File: src/rtl/spi_peripheral_if.sv
// Bundles the SPI wires and the host-side transmit/receive signals of spi_peripheral.
// The slave modport is the peripheral's view; master is the initiator/host view.
interface spi_peripheral_if #(
    parameter int DWIDTH = 8
);
    logic              sclk;
    logic              cs;
    logic              mosi;
    logic              miso;
    logic              wr;
    logic [DWIDTH-1:0] din;
    logic [DWIDTH-1:0] dout;
    logic              done;
    logic              tx_full;
    logic              busy;

    modport slave (
        input  sclk, cs, mosi, wr, din,
        output miso, dout, done, tx_full, busy
    );

    modport master (
        output sclk, cs, mosi, wr, din,
        input  miso, dout, done, tx_full, busy
    );
endinterface

File: src/rtl/spi_peripheral.sv
// SPI mode-0, MSB-first peripheral with a one-word transmit buffer.
// sclk/cs/mosi are oversampled by clk through two-flop synchronizers.
module spi_peripheral #(
    parameter int DWIDTH = 8
) (
    input logic             clk,
    input logic             rst,
    spi_peripheral_if.slave bus
);
    localparam int CW = (DWIDTH > 1) ? $clog2(DWIDTH) : 1;
    localparam logic [CW-1:0] LAST_BIT = CW'(DWIDTH - 1);

    typedef enum logic {IDLE, SHIFT} state_t;

    state_t            state;
    logic              sclk_p1, sclk_p2, sclk_p3;
    logic              cs_p1, cs_p2, cs_p3;
    logic              mosi_p1, mosi_p2;
    logic              sclk_rise, sclk_fall, cs_fall, cs_rise;
    logic              accept_wr;
    logic [CW-1:0]     bit_cnt;
    logic [DWIDTH-1:0] tx_sr, rx_sr, tx_buf, dout_r;
    logic [DWIDTH-1:0] load_word, rx_next;
    logic              word_end;
    logic              miso_r, done_r, tx_full_r, busy_r;

    // Stage 1-2 synchronize; stage 3 is only the delayed copy for edge detection.
    always_ff @(posedge clk or negedge rst) begin
        if (!rst) begin
            sclk_p1 <= 1'b0;
            sclk_p2 <= 1'b0;
            sclk_p3 <= 1'b0;
            cs_p1   <= 1'b1;
            cs_p2   <= 1'b1;
            cs_p3   <= 1'b1;
            mosi_p1 <= 1'b0;
            mosi_p2 <= 1'b0;
        end else begin
            sclk_p1 <= bus.sclk;
            sclk_p2 <= sclk_p1;
            sclk_p3 <= sclk_p2;
            cs_p1   <= bus.cs;
            cs_p2   <= cs_p1;
            cs_p3   <= cs_p2;
            mosi_p1 <= bus.mosi;
            mosi_p2 <= mosi_p1;
        end
    end

    assign sclk_rise = sclk_p2 & ~sclk_p3;
    assign sclk_fall = ~sclk_p2 & sclk_p3;
    assign cs_fall   = ~cs_p2 & cs_p3;
    assign cs_rise   = cs_p2 & ~cs_p3;
    assign accept_wr = bus.wr & ~tx_full_r;
    assign load_word = tx_full_r ? tx_buf : '0;
    assign rx_next   = {rx_sr[DWIDTH-2:0], mosi_p2};

    // A buffer load in the same cycle as a write takes the old (possibly empty) buffer.
    always_ff @(posedge clk or negedge rst) begin
        if (!rst) begin
            state     <= IDLE;
            bit_cnt   <= '0;
            tx_sr     <= '0;
            rx_sr     <= '0;
            tx_buf    <= '0;
            dout_r    <= '0;
            word_end  <= 1'b0;
            miso_r    <= 1'b0;
            done_r    <= 1'b0;
            tx_full_r <= 1'b0;
            busy_r    <= 1'b0;
        end else begin
            done_r    <= 1'b0;
            tx_full_r <= tx_full_r | accept_wr;
            if (accept_wr) begin
                tx_buf <= bus.din;
            end
            case (state)
                IDLE: begin
                    if (cs_fall) begin
                        state     <= SHIFT;
                        busy_r    <= 1'b1;
                        bit_cnt   <= '0;
                        word_end  <= 1'b0;
                        tx_sr     <= load_word;
                        miso_r    <= load_word[DWIDTH-1];
                        tx_full_r <= accept_wr;
                    end
                end
                SHIFT: begin
                    if (cs_rise) begin
                        state    <= IDLE;
                        busy_r   <= 1'b0;
                        bit_cnt  <= '0;
                        word_end <= 1'b0;
                        miso_r   <= 1'b0;
                    end else if (sclk_rise) begin
                        rx_sr <= rx_next;
                        if (bit_cnt == LAST_BIT) begin
                            bit_cnt  <= '0;
                            dout_r   <= rx_next;
                            done_r   <= 1'b1;
                            word_end <= 1'b1;
                        end else begin
                            bit_cnt <= bit_cnt + CW'(1);
                        end
                    end else if (sclk_fall) begin
                        // The fall closing a word starts the next one from the buffer.
                        if (word_end) begin
                            word_end  <= 1'b0;
                            tx_sr     <= load_word;
                            miso_r    <= load_word[DWIDTH-1];
                            tx_full_r <= accept_wr;
                        end else begin
                            tx_sr  <= {tx_sr[DWIDTH-2:0], 1'b0};
                            miso_r <= tx_sr[DWIDTH-2];
                        end
                    end
                end
                default: state <= IDLE;
            endcase
        end
    end

    assign bus.miso    = miso_r;
    assign bus.dout    = dout_r;
    assign bus.done    = done_r;
    assign bus.tx_full = tx_full_r;
    assign bus.busy    = busy_r;
endmodule
File: src/flat_wrapper.sv
// flat-port wrapper written by rule: the top's interface ports become plain ports
module spi_peripheral_flat 
#(
    parameter int DWIDTH = 8
)
  (clk, rst, bus_sclk, bus_cs, bus_mosi, bus_wr, bus_din, bus_miso, bus_dout, bus_done, bus_tx_full, bus_busy);
  spi_peripheral_if #(.DWIDTH(DWIDTH)) bus_i ();
  input logic clk;
  input logic rst;
  input wire logic [$bits(bus_i.sclk)-1:0] bus_sclk;
  input wire logic [$bits(bus_i.cs)-1:0] bus_cs;
  input wire logic [$bits(bus_i.mosi)-1:0] bus_mosi;
  input wire logic [$bits(bus_i.wr)-1:0] bus_wr;
  input wire logic [$bits(bus_i.din)-1:0] bus_din;
  output wire logic [$bits(bus_i.miso)-1:0] bus_miso;
  output wire logic [$bits(bus_i.dout)-1:0] bus_dout;
  output wire logic [$bits(bus_i.done)-1:0] bus_done;
  output wire logic [$bits(bus_i.tx_full)-1:0] bus_tx_full;
  output wire logic [$bits(bus_i.busy)-1:0] bus_busy;
  assign bus_i.sclk = bus_sclk;
  assign bus_i.cs = bus_cs;
  assign bus_i.mosi = bus_mosi;
  assign bus_i.wr = bus_wr;
  assign bus_i.din = bus_din;
  assign bus_miso = bus_i.miso;
  assign bus_dout = bus_i.dout;
  assign bus_done = bus_i.done;
  assign bus_tx_full = bus_i.tx_full;
  assign bus_busy = bus_i.busy;
  spi_peripheral #(.DWIDTH(DWIDTH)) u_core (.clk(clk), .rst(rst), .bus(bus_i));
endmodule
File: config.mk
export PLATFORM = sky130hd
export DESIGN_NAME = spi_peripheral_flat
export DESIGN_NICKNAME = d
export VERILOG_FILES = /design/src/rtl/spi_peripheral_if.sv /design/src/rtl/spi_peripheral.sv /design/src/flat_wrapper.sv
export SDC_FILE = /design/constraint.sdc
export NUM_CORES = 1
export LEC_CHECK = 0
export ABC_AREA = 1
export CORE_AREA = 4 4 69 71
export DETAILED_ROUTE_END_ITERATION = 7
export DIE_AREA = 0 0 73 75
export PLACE_DENSITY = 0.72
export SYNTH_ARGS = -nofsm -noshare
export SYNTH_HDL_FRONTEND = slang
export SYNTH_SLANG_ARGS = --single-unit
File: constraint.sdc
create_clock -name clk -period 1.4 [get_ports clk]
set_clock_uncertainty 0.2 [all_clocks]
set_input_delay 0.14 -clock clk [delete_from_list [all_inputs] [get_ports clk]]
set_output_delay 0.14 -clock clk [all_outputs]
set_load 0.1 [all_outputs]
==> reports/qor.yml <==
run_status:
  status: "complete, but fails checks"
  violations: "setup timing"
logic_synthesis:
  syn_inst: 202
  synthXorXnorAreaFrac_pct: 0
  synth_ff_type: "dfrtp_1"
  synth_seq_cells: 47
  async_flop_share_pct: 100
  syn-cell-area_um2: 1930
  synth_top_family_by_area: "simple AND/OR/NAND/NOR gates"
  yosysWarnings: 0
  ys_types: 19
  syn_area_per_cell_um2: 9.55
  synthSimpleGateAreaFrac_pct: 22.8
  synthAdderAreaFrac_pct: 1.95
  yosysSeqAreaShare_pct: 61.2
  synth_edf_count: 0
  synth_fp_nets: 219
  synthMuxAreaShare_pct: 4.67
  synth_compound_area_share_pct: 5.19
pwr:
  ir_drop_v: 0.00128
  leakage_nw: 1.42
  powerDensity_nw_per_um2: 1540
critical_path:
  cp.arrival_ns: 1.52
  cp_cell_sequence: "inv_2 -> nand2_4 -> inv_2 -> nor2_4 -> buf_4 -> nand3_1 -> nand2_1"
  crit_path_frequent_cell: "inv_2"
  critPathCaptureType: "flop"
  crit_start: "u_core.cs_p3"
  critical_path.max_fanout: 5
  cp_num_buf_inv: 3
  critical_path_class: "reg2reg"
  cp-start-kind: "flop"
  cp_slowest_cell: "dfstp_2"
  required_ns: 1.44
  crit_family: "flip-flops"
  r2r_start: "u_core.cs_p3"
  max_stage_delay_ns: 0.55
timing:
  max_freq_mhz: 672
  fin_crit_sh_pct: 106
  report.final.slew_viol_count: 0
  tightestPinTransition_ns: 0.240
  hold_violations: 0
  setup_slack_ns: -0.0880
  finalSetupViolCount: 26
  whs_ns: 0.0451
  fin_crit_ns: 1.49
  relSlewSlack_pct: 83.9
  tns_ns: -1.16
  rsz0062_at_grt: "yes"
global_route:
  grt_overflow: 0
  globalRouteTotalUtil_pct: 14.5
  grt_pass1_wl_mm: 6.15
  grt_pass1_vias: 1372
  grt_max_degree: 48
  antenna_found_initial: 0
cts:
  clock_path_buffers: 2
  clock_latency_ns: 0.30
  cts_sinks: 47
  cts_tree: "done"
  numCtsBuffers: 5
  path_clk_slew_ns: 0.09
  root_buffer: "clkbuf_8"
  h-tree-depth: 2
die:
  placementRows: 24
  dieArea_um2: 5480
  core_um2: 4230
  initial_utilization_pct: 45.6
  ios: 26
  die_w_um: 73
  die_y_um: 75
route:
  ant_nets: 0
  wirelength_mm: 3.92
  wl_per_cell_um: 12.8
  routed_via_density: 4.81
  vias: 1471
  drcViolationCount: 0
  firstDrtPassIters: 4
  drt_iter0_markers: 78
finish:
  layout_common_cells: "nand2_1, dfrtp_1, nand2_2"
  diodes: 0
  layout_commonest_cell: "nand2_1"
  multi_input_area_um2: 966
  design_area_um2: 2940
  drive_above_1_share_pct: 45.7
  nets: 270
  syn_to_final_growth_pct: 52.5
  seqCellArea_um2: 1180
  instances_no_fill: 306
  nFillCells: 294
placed_design:
  dp_slack_ns: -0.111
  place.gp.congestion: 0.822
  port_buffers: 25
  place_area_um2: 2550
  dp_hpwl_mm: 2.44
  dp_cells: 292
hold_path:
  hold_path.class: "in2reg"
  min-delay-start: "bus_cs"
job:
  cap_violations: 0
logic make-up (layout without fill, tap and decap cells):
| kind of cell | count (synthesis) | count (layout) |
|---|---|---|
| adder cells (fa/ha/maj) | 3 | 3 |
| buffers and inverters | 19 | 70 |
| AO/OA/AOI/OAI | 20 | 20 |
| AND/OR/NAND/NOR | 105 | 106 |
| flip-flops | 47 | 47 |
| multiplexers | 8 | 8 |
cell type report:
| type | count | area share [%] |
|---|---|---|
| multi-input combinational | 137 | 32.8 |
| timing repair buffer | 46 | 19.2 |
| inverter | 16 | 2.30 |
| clock inverter | 3 | 0.808 |
| clock buffer | 5 | 2.34 |
| tap | 52 | 2.21 |
| sequential | 47 | 40.3 |
per-stage QoR:
stage	power [W]	util [%]
after global routing	0.00476	69.5
after global placement	0.00330	60.2
after detailed placement	0.00336	60.2
after CTS	0.00424	63.6
after floorplan	0.00290	-
final	0.00452	69.5
power breakdown:
part | leakage [nW] | internal, W | switching, W
Sequential | 0.594 | 0.00171 | 0.000314
Clock | 0.0408 | 0.000358 | 0.000475
Combinational | 0.782 | 0.000766 | 0.000888
Total | 1.42 | 0.00284 | 0.00168
worst register-to-register path, delay by kind of cell, from the launching register on:
family,cells,cell delay [ns]
flip-flops,1,0.55
buffers and inverters,3,0.25
AND/OR/NAND/NOR,4,0.44
layer usage:
layer | up-vias | share of wire [%] | routed length [µm] | global-route usage (%)
li1 | 739 | - | - | -
met1 | 694 | 45 | 1750 | 18.2
met2 | 32 | 50 | 1970 | 24.9
met3 | 6 | 3.9 | 153 | 3.60
met4 | 0 | 1.3 | 51 | 3.89
met5 | - | 0 | 0 | 0
final timing paths:
| kind | endpoint | slack [ns] | cells past startpoint |
|---|---|---|---|
| worst max-delay path | u_core.word_end | -0.09 | 7 |
| worst min-delay path | u_core.cs_p1 | 0.05 | 1 |
| worst max register to register | u_core.word_end | -0.09 | 7 |
| worst min register to register | u_core.mosi_p2 | 0.15 | 0 |
| max in group asynchronous | u_core.cs_p2 | 0.57 | 3 |
| min in group asynchronous | u_core.bus.dout[3] | 0.14 | 3 |
Yosys cell counts, types with 2 or more instances:
cell type   n  share of area, %
nand3_1     5               1.3
nand2_2     3              0.97
buf_2       2              0.52
nand4_1     2              0.65
inv_1      14               2.7
nor2_1      2              0.39
ha_1        3               1.9
dfrtp_1    44                57
o21ai_0    19               4.9
inv_2       2              0.39
dfstp_2     3               4.1
nand2_1    88                17
nor2_4      2               1.2
mux2_2      8               4.7
sequential cells by signal, summed over array words and instances, names as in the netlist, 3 cells and up:
name	flops
u_core.bus.dout	8
u_core.tx_buf	8
u_core.rx_sr	7
u_core.tx_sr	7
u_core.bit_cnt	3
repair_timing:
action | in CTS | in global routing
setup buffers | 0 | 4
hold buffers | 1 | 0
pin swaps | 5 | 19
endpoints found under the setup margin | 21 | 29
gates resized for setup | 13 | 65
gates cloned | 1 | 0
endpoints found under the hold margin | 47 | 0
No activity file was read; power rests on OpenSTA's default activity.
